**src/rtl/mux_pkg.sv**
```systemverilog
// ---------------------------------------------------------------------------
// mux_pkg
//   Shared constants for the scanning N:1 multiplexer.
//
//   W_DEFAULT      default data width per channel
//   N_DEFAULT      default channel count
//   DWELL_DEFAULT  default number of enabled cycles spent on each channel
//                  in auto-scan mode
//   sel_width(n)   width of a channel index for n channels,
//                  max(1, ceil(log2(n)))
// ---------------------------------------------------------------------------
package mux_pkg;

  localparam int W_DEFAULT     = 4;
  localparam int N_DEFAULT     = 4;
  localparam int DWELL_DEFAULT = 4;

  // Never returns less than 1, so a one-bit field is still produced for
  // counts of 1 or 2.
  function automatic int sel_width(input int n);
    int w;
    w = $clog2(n);
    return (w < 1) ? 1 : w;
  endfunction

endpackage

```
**src/rtl/mux_scan_ctr.sv**
```systemverilog
// ---------------------------------------------------------------------------
// mux_scan_ctr
//   Auto-scan sequencer: keeps the scan index and the dwell counter and
//   produces the registered wrap pulse.
//
//   Parameters
//     N        channel count (2..64)
//     DWELL    enabled cycles per channel (>= 1)
//   Ports
//     clk      rising-edge clock
//     rstb     asynchronous active-low reset, clears index, dwell and wrap
//     run      auto mode is capturing this cycle; advance the scan
//     restart  first auto capture after entering auto mode; the scan is
//              taken from channel 0 with a fresh dwell, without a wrap
//     idx      channel to be captured this cycle (valid while run = 1)
//     wrap     one-cycle pulse, registered alongside the capture that
//              shows channel 0 after channel N-1
// ---------------------------------------------------------------------------
module mux_scan_ctr
  import mux_pkg::*;
#(
  parameter int N        = N_DEFAULT,
  parameter int DWELL    = DWELL_DEFAULT,
  localparam int SELW    = sel_width(N),
  localparam int DCW     = sel_width(DWELL)
) (
  input  logic            clk,
  input  logic            rstb,
  input  logic            run,
  input  logic            restart,
  output logic [SELW-1:0] idx,
  output logic            wrap
);

  localparam logic [SELW-1:0] IDX_LAST  = SELW'(N - 1);
  localparam logic [DCW-1:0]  DCNT_LAST = DCW'(DWELL - 1);

  // idx_reg/dcnt_reg describe the *next* capture: which channel it takes
  // and how many of that channel's dwell cycles have already been spent.
  logic [SELW-1:0] idx_reg;
  logic [SELW-1:0] idx_next;
  logic [DCW-1:0]  dcnt_reg;
  logic [DCW-1:0]  dcnt_next;
  logic            wrap_reg;
  logic            wrap_next;

  // Position actually used for this cycle's capture. On entry into auto
  // mode the held position is discarded in favour of channel 0, dwell 0.
  logic [SELW-1:0] base_idx;
  logic [DCW-1:0]  base_dcnt;

  always_comb begin
    base_idx  = restart ? '0 : idx_reg;
    base_dcnt = restart ? '0 : dcnt_reg;
    idx_next  = base_idx;
    dcnt_next = base_dcnt;
    wrap_next = 1'b0;

    if (run) begin
      if (base_dcnt == DCNT_LAST) begin
        dcnt_next = '0;
        idx_next  = (base_idx == IDX_LAST) ? '0 : base_idx + SELW'(1);
      end else begin
        dcnt_next = base_dcnt + DCW'(1);
      end
      // A held position of (0,0) that is not a fresh entry can only have
      // been reached by rolling over from channel N-1: that is a new pass.
      // Reset leaves (0,0) too, but the top always flags the first auto
      // capture after reset as a restart, which masks this.
      wrap_next = ~restart & (idx_reg == '0) & (dcnt_reg == '0);
    end
  end

  always_ff @(posedge clk or negedge rstb) begin
    if (!rstb) begin
      idx_reg  <= '0;
      dcnt_reg <= '0;
      wrap_reg <= 1'b0;
    end else begin
      idx_reg  <= idx_next;
      dcnt_reg <= dcnt_next;
      wrap_reg <= wrap_next;
    end
  end

  assign idx  = base_idx;
  assign wrap = wrap_reg;

endmodule

```
**src/rtl/mux_scan_nx1.sv**
```systemverilog
// ---------------------------------------------------------------------------
// mux_scan_nx1
//   Registered N:1 multiplexer with a manual select mode and an auto-scan
//   mode that walks the channels 0..N-1, DWELL enabled cycles each.
//
//   Parameters
//     W        data width per channel (>= 1)
//     N        channel count (2..64, any value)
//     DWELL    enabled cycles per channel in auto-scan mode (>= 1)
//   Ports
//     clk        rising-edge clock
//     rstb       asynchronous active-low reset
//     data       packed channels, channel k at [k*W +: W]
//     sel_in     manual channel select
//     mode       0 = manual, 1 = auto-scan
//     enable     1 = capture, 0 = freeze out/out_sel and the scan position
//     out        registered channel data (0 for an illegal manual select)
//     out_sel    channel index associated with out
//     out_valid  out was captured from a legal channel on the last edge
//     wrap       one-cycle pulse at the start of each new auto-scan pass
// ---------------------------------------------------------------------------
module mux_scan_nx1
  import mux_pkg::*;
#(
  parameter int W      = W_DEFAULT,
  parameter int N      = N_DEFAULT,
  parameter int DWELL  = DWELL_DEFAULT,
  localparam int SELW  = sel_width(N)
) (
  input  logic            clk,
  input  logic            rstb,
  input  logic [N*W-1:0]  data,
  input  logic [SELW-1:0] sel_in,
  input  logic            mode,
  input  logic            enable,
  output logic [W-1:0]    out,
  output logic [SELW-1:0] out_sel,
  output logic            out_valid,
  output logic            wrap
);

  // The select space is padded up to a power of two so any select value
  // indexes a defined entry; the padding entries read as zero.
  localparam int              NSLOT = 1 << SELW;
  localparam logic [SELW:0]   N_EXT = (SELW + 1)'(N);

  logic [W-1:0] chan [NSLOT];

  genvar gi;
  generate
    for (gi = 0; gi < NSLOT; gi++) begin : g_chan
      if (gi < N) begin : g_live
        assign chan[gi] = data[gi*W +: W];
      end else begin : g_pad
        assign chan[gi] = '0;
      end
    end
  endgenerate

  // Mode of the most recent enabled cycle. Only enabled cycles count, so
  // toggling mode while frozen does not by itself restart the scan.
  logic mode_prev_reg;

  logic            run;
  logic            restart;
  logic [SELW-1:0] scan_idx;

  assign run     = enable & mode;
  assign restart = enable & mode & ~mode_prev_reg;

  mux_scan_ctr #(
    .N     (N),
    .DWELL (DWELL)
  ) u_ctr (
    .clk     (clk),
    .rstb    (rstb),
    .run     (run),
    .restart (restart),
    .idx     (scan_idx),
    .wrap    (wrap)
  );

  logic [SELW-1:0] cap_sel;
  logic            cap_legal;

  // The scan index is always in range; a manual select must be checked.
  assign cap_sel   = mode ? scan_idx : sel_in;
  assign cap_legal = mode | ({1'b0, sel_in} < N_EXT);

  logic [W-1:0]    out_reg;
  logic [SELW-1:0] out_sel_reg;
  logic            out_valid_reg;

  always_ff @(posedge clk or negedge rstb) begin
    if (!rstb) begin
      mode_prev_reg <= 1'b0;
      out_reg       <= '0;
      out_sel_reg   <= '0;
      out_valid_reg <= 1'b0;
    end else if (enable) begin
      mode_prev_reg <= mode;
      out_reg       <= cap_legal ? chan[cap_sel] : '0;
      out_sel_reg   <= cap_sel;
      out_valid_reg <= cap_legal;
    end else begin
      // Frozen: data and index hold, but nothing new was captured.
      out_valid_reg <= 1'b0;
    end
  end

  assign out       = out_reg;
  assign out_sel   = out_sel_reg;
  assign out_valid = out_valid_reg;

endmodule

```
**config.mk**
```make
export PLATFORM = sky130hd
export DESIGN_NAME = mux_scan_nx1
export DESIGN_NICKNAME = d
export VERILOG_FILES = /design/src/rtl/mux_pkg.sv /design/src/rtl/mux_scan_ctr.sv /design/src/rtl/mux_scan_nx1.sv
export SDC_FILE = /design/constraint.sdc
export NUM_CORES = 1
export LEC_CHECK = 0
export ABC_AREA = 1
export BUFFER_PORTS_ARGS = -buffer_cell sky130_fd_sc_hd__buf_2
export CORE_ASPECT_RATIO = 1.4
export CORE_MARGIN = 3
export CORE_UTILIZATION = 30
export DETAILED_ROUTE_END_ITERATION = 8
export GPL_TIMING_DRIVEN = 1
export PLACE_DENSITY_LB_ADDON = 0.12
export RECOVER_POWER = 50
export SLEW_MARGIN = 20
export SYNTH_ARGS = -nofsm -noshare
export SYNTH_HDL_FRONTEND = slang
export SYNTH_SLANG_ARGS = --single-unit
```
**constraint.sdc**
```tcl
create_clock -name clk -period 1.7 [get_ports clk]
set_input_delay 0 -clock clk [delete_from_list [all_inputs] [get_ports clk]]
set_output_delay 0 -clock clk [all_outputs]
set_load 0.02 [all_outputs]
```
==> results_dict.tcl <==
set metrics [dict create \
    grt_max_degree 14 \
    grt_overflow 0 \
    synth_edf_count 0 \
    worst-path-stages 8 \
    synth-xor-area-share_pct 2.28 \
    clockPowerShare_pct 20.7 \
    worstMarginPinSlew_ns 0.700 \
    clk_latency_ns 0.27 \
    period_minus_slack_ns 1.38 \
    syn_to_final_growth_pct 28.1 \
    ioPinCount 30 \
    crit_path_end "u_ctr.idx_reg[1]" \
    leakagePower_uw 0.000596 \
    grt_usage_pct 12.1 \
    p_sw_uw 331 \
    viasPerCell 4.29 \
    async_flop_share_pct 100 \
    synth_compound_area_share_pct 4.39 \
    synth.cell_area_um2 769 \
    outcome "complete, no violations" \
    synth-adder-area-share_pct 1.63 \
    drt_iter0_drc 22 \
    yosys_warnings 0 \
    finalSetupViolations 0 \
    finalCritPeriodShare_pct 81.3 \
    synthTopCellsByCount "32 x nand2_1, 25 x inv_1, 17 x nand3_1, 13 x dfrtp_1, 4 x o21ai_0" \
    drt-total-wl_um 1700 \
    core_um2 2420 \
    p_per_area_nw_per_um2 926 \
    timing.rr.start "mode_prev_reg" \
    cp_slowest_cell "dlygate4sd3_1" \
    port_buffers 29 \
    synth_seq_cells 13 \
    final_max_slew_viol_count 0 \
    clock_path_buffers 2 \
    synth_cells 107 \
    critPathKind "input port to register" \
    wirelength_met1_um 745 \
    crit_family "buffers and inverters" \
    start_util_pct 31.8 \
    cts_tree "yes" \
    critPathBufInv 3 \
    wl_per_cell_um 9.74 \
    avgSynthCellArea_um2 7.19 \
    cts_root_buf "clkbuf_4" \
    hp-class "input port to register" \
    largest_reg_flops 4 \
    crit_path_start_kind "input port" \
    path_cells "dlygate4sd3_1 -> buf_2 -> nand3_2 -> inv_1 -> nor2_1 -> ha_1 -> nand4_1 -> xor2_1" \
    hold_viol 0 \
    rr_worst_depth 7 \
    cts-htree-levels 1 \
    ys_seq_area_share_pct 42.3 \
    max_freq_ghz 0.723 \
    power_switching_share_pct 36.2 \
    yosys.area_share.simple_pct 35.4 \
    fillerInstances 285 \
    clk_pin_slew_ns 0.08 \
    ant_nets 0 \
    cts_sinks 13 \
    final_core_utilization_pct 40.8 \
    synth_top_flop_cell "dfrtp_1" \
    synth_fp_nets 130 \
    internal_power_uw 582 \
    setup_tns_ns 0 \
    sequentialPowerShare_pct 44.7 \
    rows 21 \
    relSlewSlack_pct 53.3 \
    synth.top_cell.area_share_pct 42.3 \
    dp_slack_ns 0.378 \
    num_vias 750 \
    die_h_um 65.9 \
    rsz0062_at_grt "false" \
    met2_length_um 837 \
    wl_met3_um 97 \
    required_ns 1.86 \
    synthMuxAreaShare_pct 0 \
    die_w_um 48.8 \
    die_area_um2 3220 \
    synth_top_family_by_area "simple AND/OR/NAND/NOR gates" \
    crit_arrival_ns 1.54 \
    critPathMaxFanout 11 \
    grt_pass1_wl_um 3080 \
    ir_worst_vdd_uv 261 \
    skew_ns 0.00746 \
    first_pass_iters 4 \
    gp_congestion 0.865 \
    r2r_end "u_ctr.idx_reg[1]" \
    comb_power_share_pct 34.5 \
    startpoint "enable" \
    fin_nets 165 \
    antenna-diode-count 0 \
    highest_layer "met4" \
    r2r_slack_ns 0.37 \
    yosysMostFrequentCell "nand2_1" \
    critPathCaptureType "register" \
    maxCapViolations 0 \
    cts_inserted_buffers 3 \
    dp_hpwl_um 1380 \
    ys_types 17 \
    post-route-drc-count 0 \
    slowest_delay_ns 0.53 \
    layout-drive-gt1-share_pct 24.1 \
    yosys.area.top_type "dfrtp_1" \
    holdWs_ns 0.0623 \
    grt_pass1_vias 737 \
    synth_area_leaders "dfrtp_1 42%, nand2_1 16%, inv_1 12%, nand3_1 11%, nand3_2 2.6%" \
    fin_ws_ns 0.318 \
    antenna_found_initial 0 \
]
==> how the worst min path moves through the flow <==
stage	to	cells after the start	startpoint
after floorplan	mode_prev_reg	0	rstb
after global placement	u_ctr.dcnt_reg[0]	1	rstb
after detailed placement	u_ctr.dcnt_reg[0]	1	rstb
after CTS	mode_prev_reg	3	mode
after global routing	mode_prev_reg	3	mode
final	mode_prev_reg	3	mode
==> metal layers <==
layer / vias to the layer above / global-route usage (%)
li1: 397 / -
met1: 325 / 13.7
met2: 26 / 22.3
met3: 2 / 1.81
met4: 0 / 5.34
met5: - / 0
==> cell type report <==
type                    count  area [um2]  share of cell area (%)
clock buffers               4        26.3                    2.66
repair buffers             31         161                    16.4
well taps                  34        42.5                    4.31
multi-input cells          68         337                    34.1
inverters                  25        93.8                    9.52
flip-flops and latches     13         325                    33.0
==> kinds of logic after synthesis <==
kind of cell	Yosys count
xor gates and xnor gates	2
DFF	13
AOI/OAI and AO/OA	6
and+or+nand+nor	59
adders and majority gates	1
buffers and inverters	26
==> metrics by stage <==
step,total power [uW],std cells,area (um2)
after floorplan,630,107,769
after global placement,733,169,943
after detailed placement,732,169,943
after CTS,930,175,990
after global routing,993,175,986
final,913,175,986
==> tightest hold or removal path: stages <==
cell	delay [ns]
buf_2	0.15
nand2_1	0.08
o21ai_0	0.07
==> power groups by stage <==
| stage | combinational (uW) | sequential, uW | clock, uW |
|---|---|---|---|
| final | 315 | 408 | 189 |
| after global routing | 368 | 414 | 210 |
| after global placement | 319 | 413 | 0 |
| after CTS | 322 | 409 | 199 |
| after detailed placement | 317 | 415 | 0 |
| after floorplan | 187 | 443 | 0 |
==> repair_timing <==
action / 4_1_cts / 5_1_grt
endpoints found under the setup margin: 0 / 0
hold buffers: 2 / 0
hold endpoints to repair: 14 / 0
resized for setup: 0 / 0
setup buffers: 0 / 0
==> placed cells by master (no fill, tap or decap) <==
master	synthesis	routed
nand3_1	17	17
clkbuf_4	0	3
nand2_1	32	32
nand2_4	1	1
dfrtp_1	13	13
ha_1	1	1
buf_2	0	26
nor2_1	3	3
nand2_2	1	1
inv_1	25	25
nand3_2	2	2
a31oi_1	1	1
a21boi_1	1	1
nor4_1	1	1
clkbuf_1	0	4
xor2_1	2	2
dlygate4sd3_1	0	2
o21ai_0	4	4
or2_2	1	1
nand4_1	1	1
Note: power is estimated with default switching activity, not from simulation.
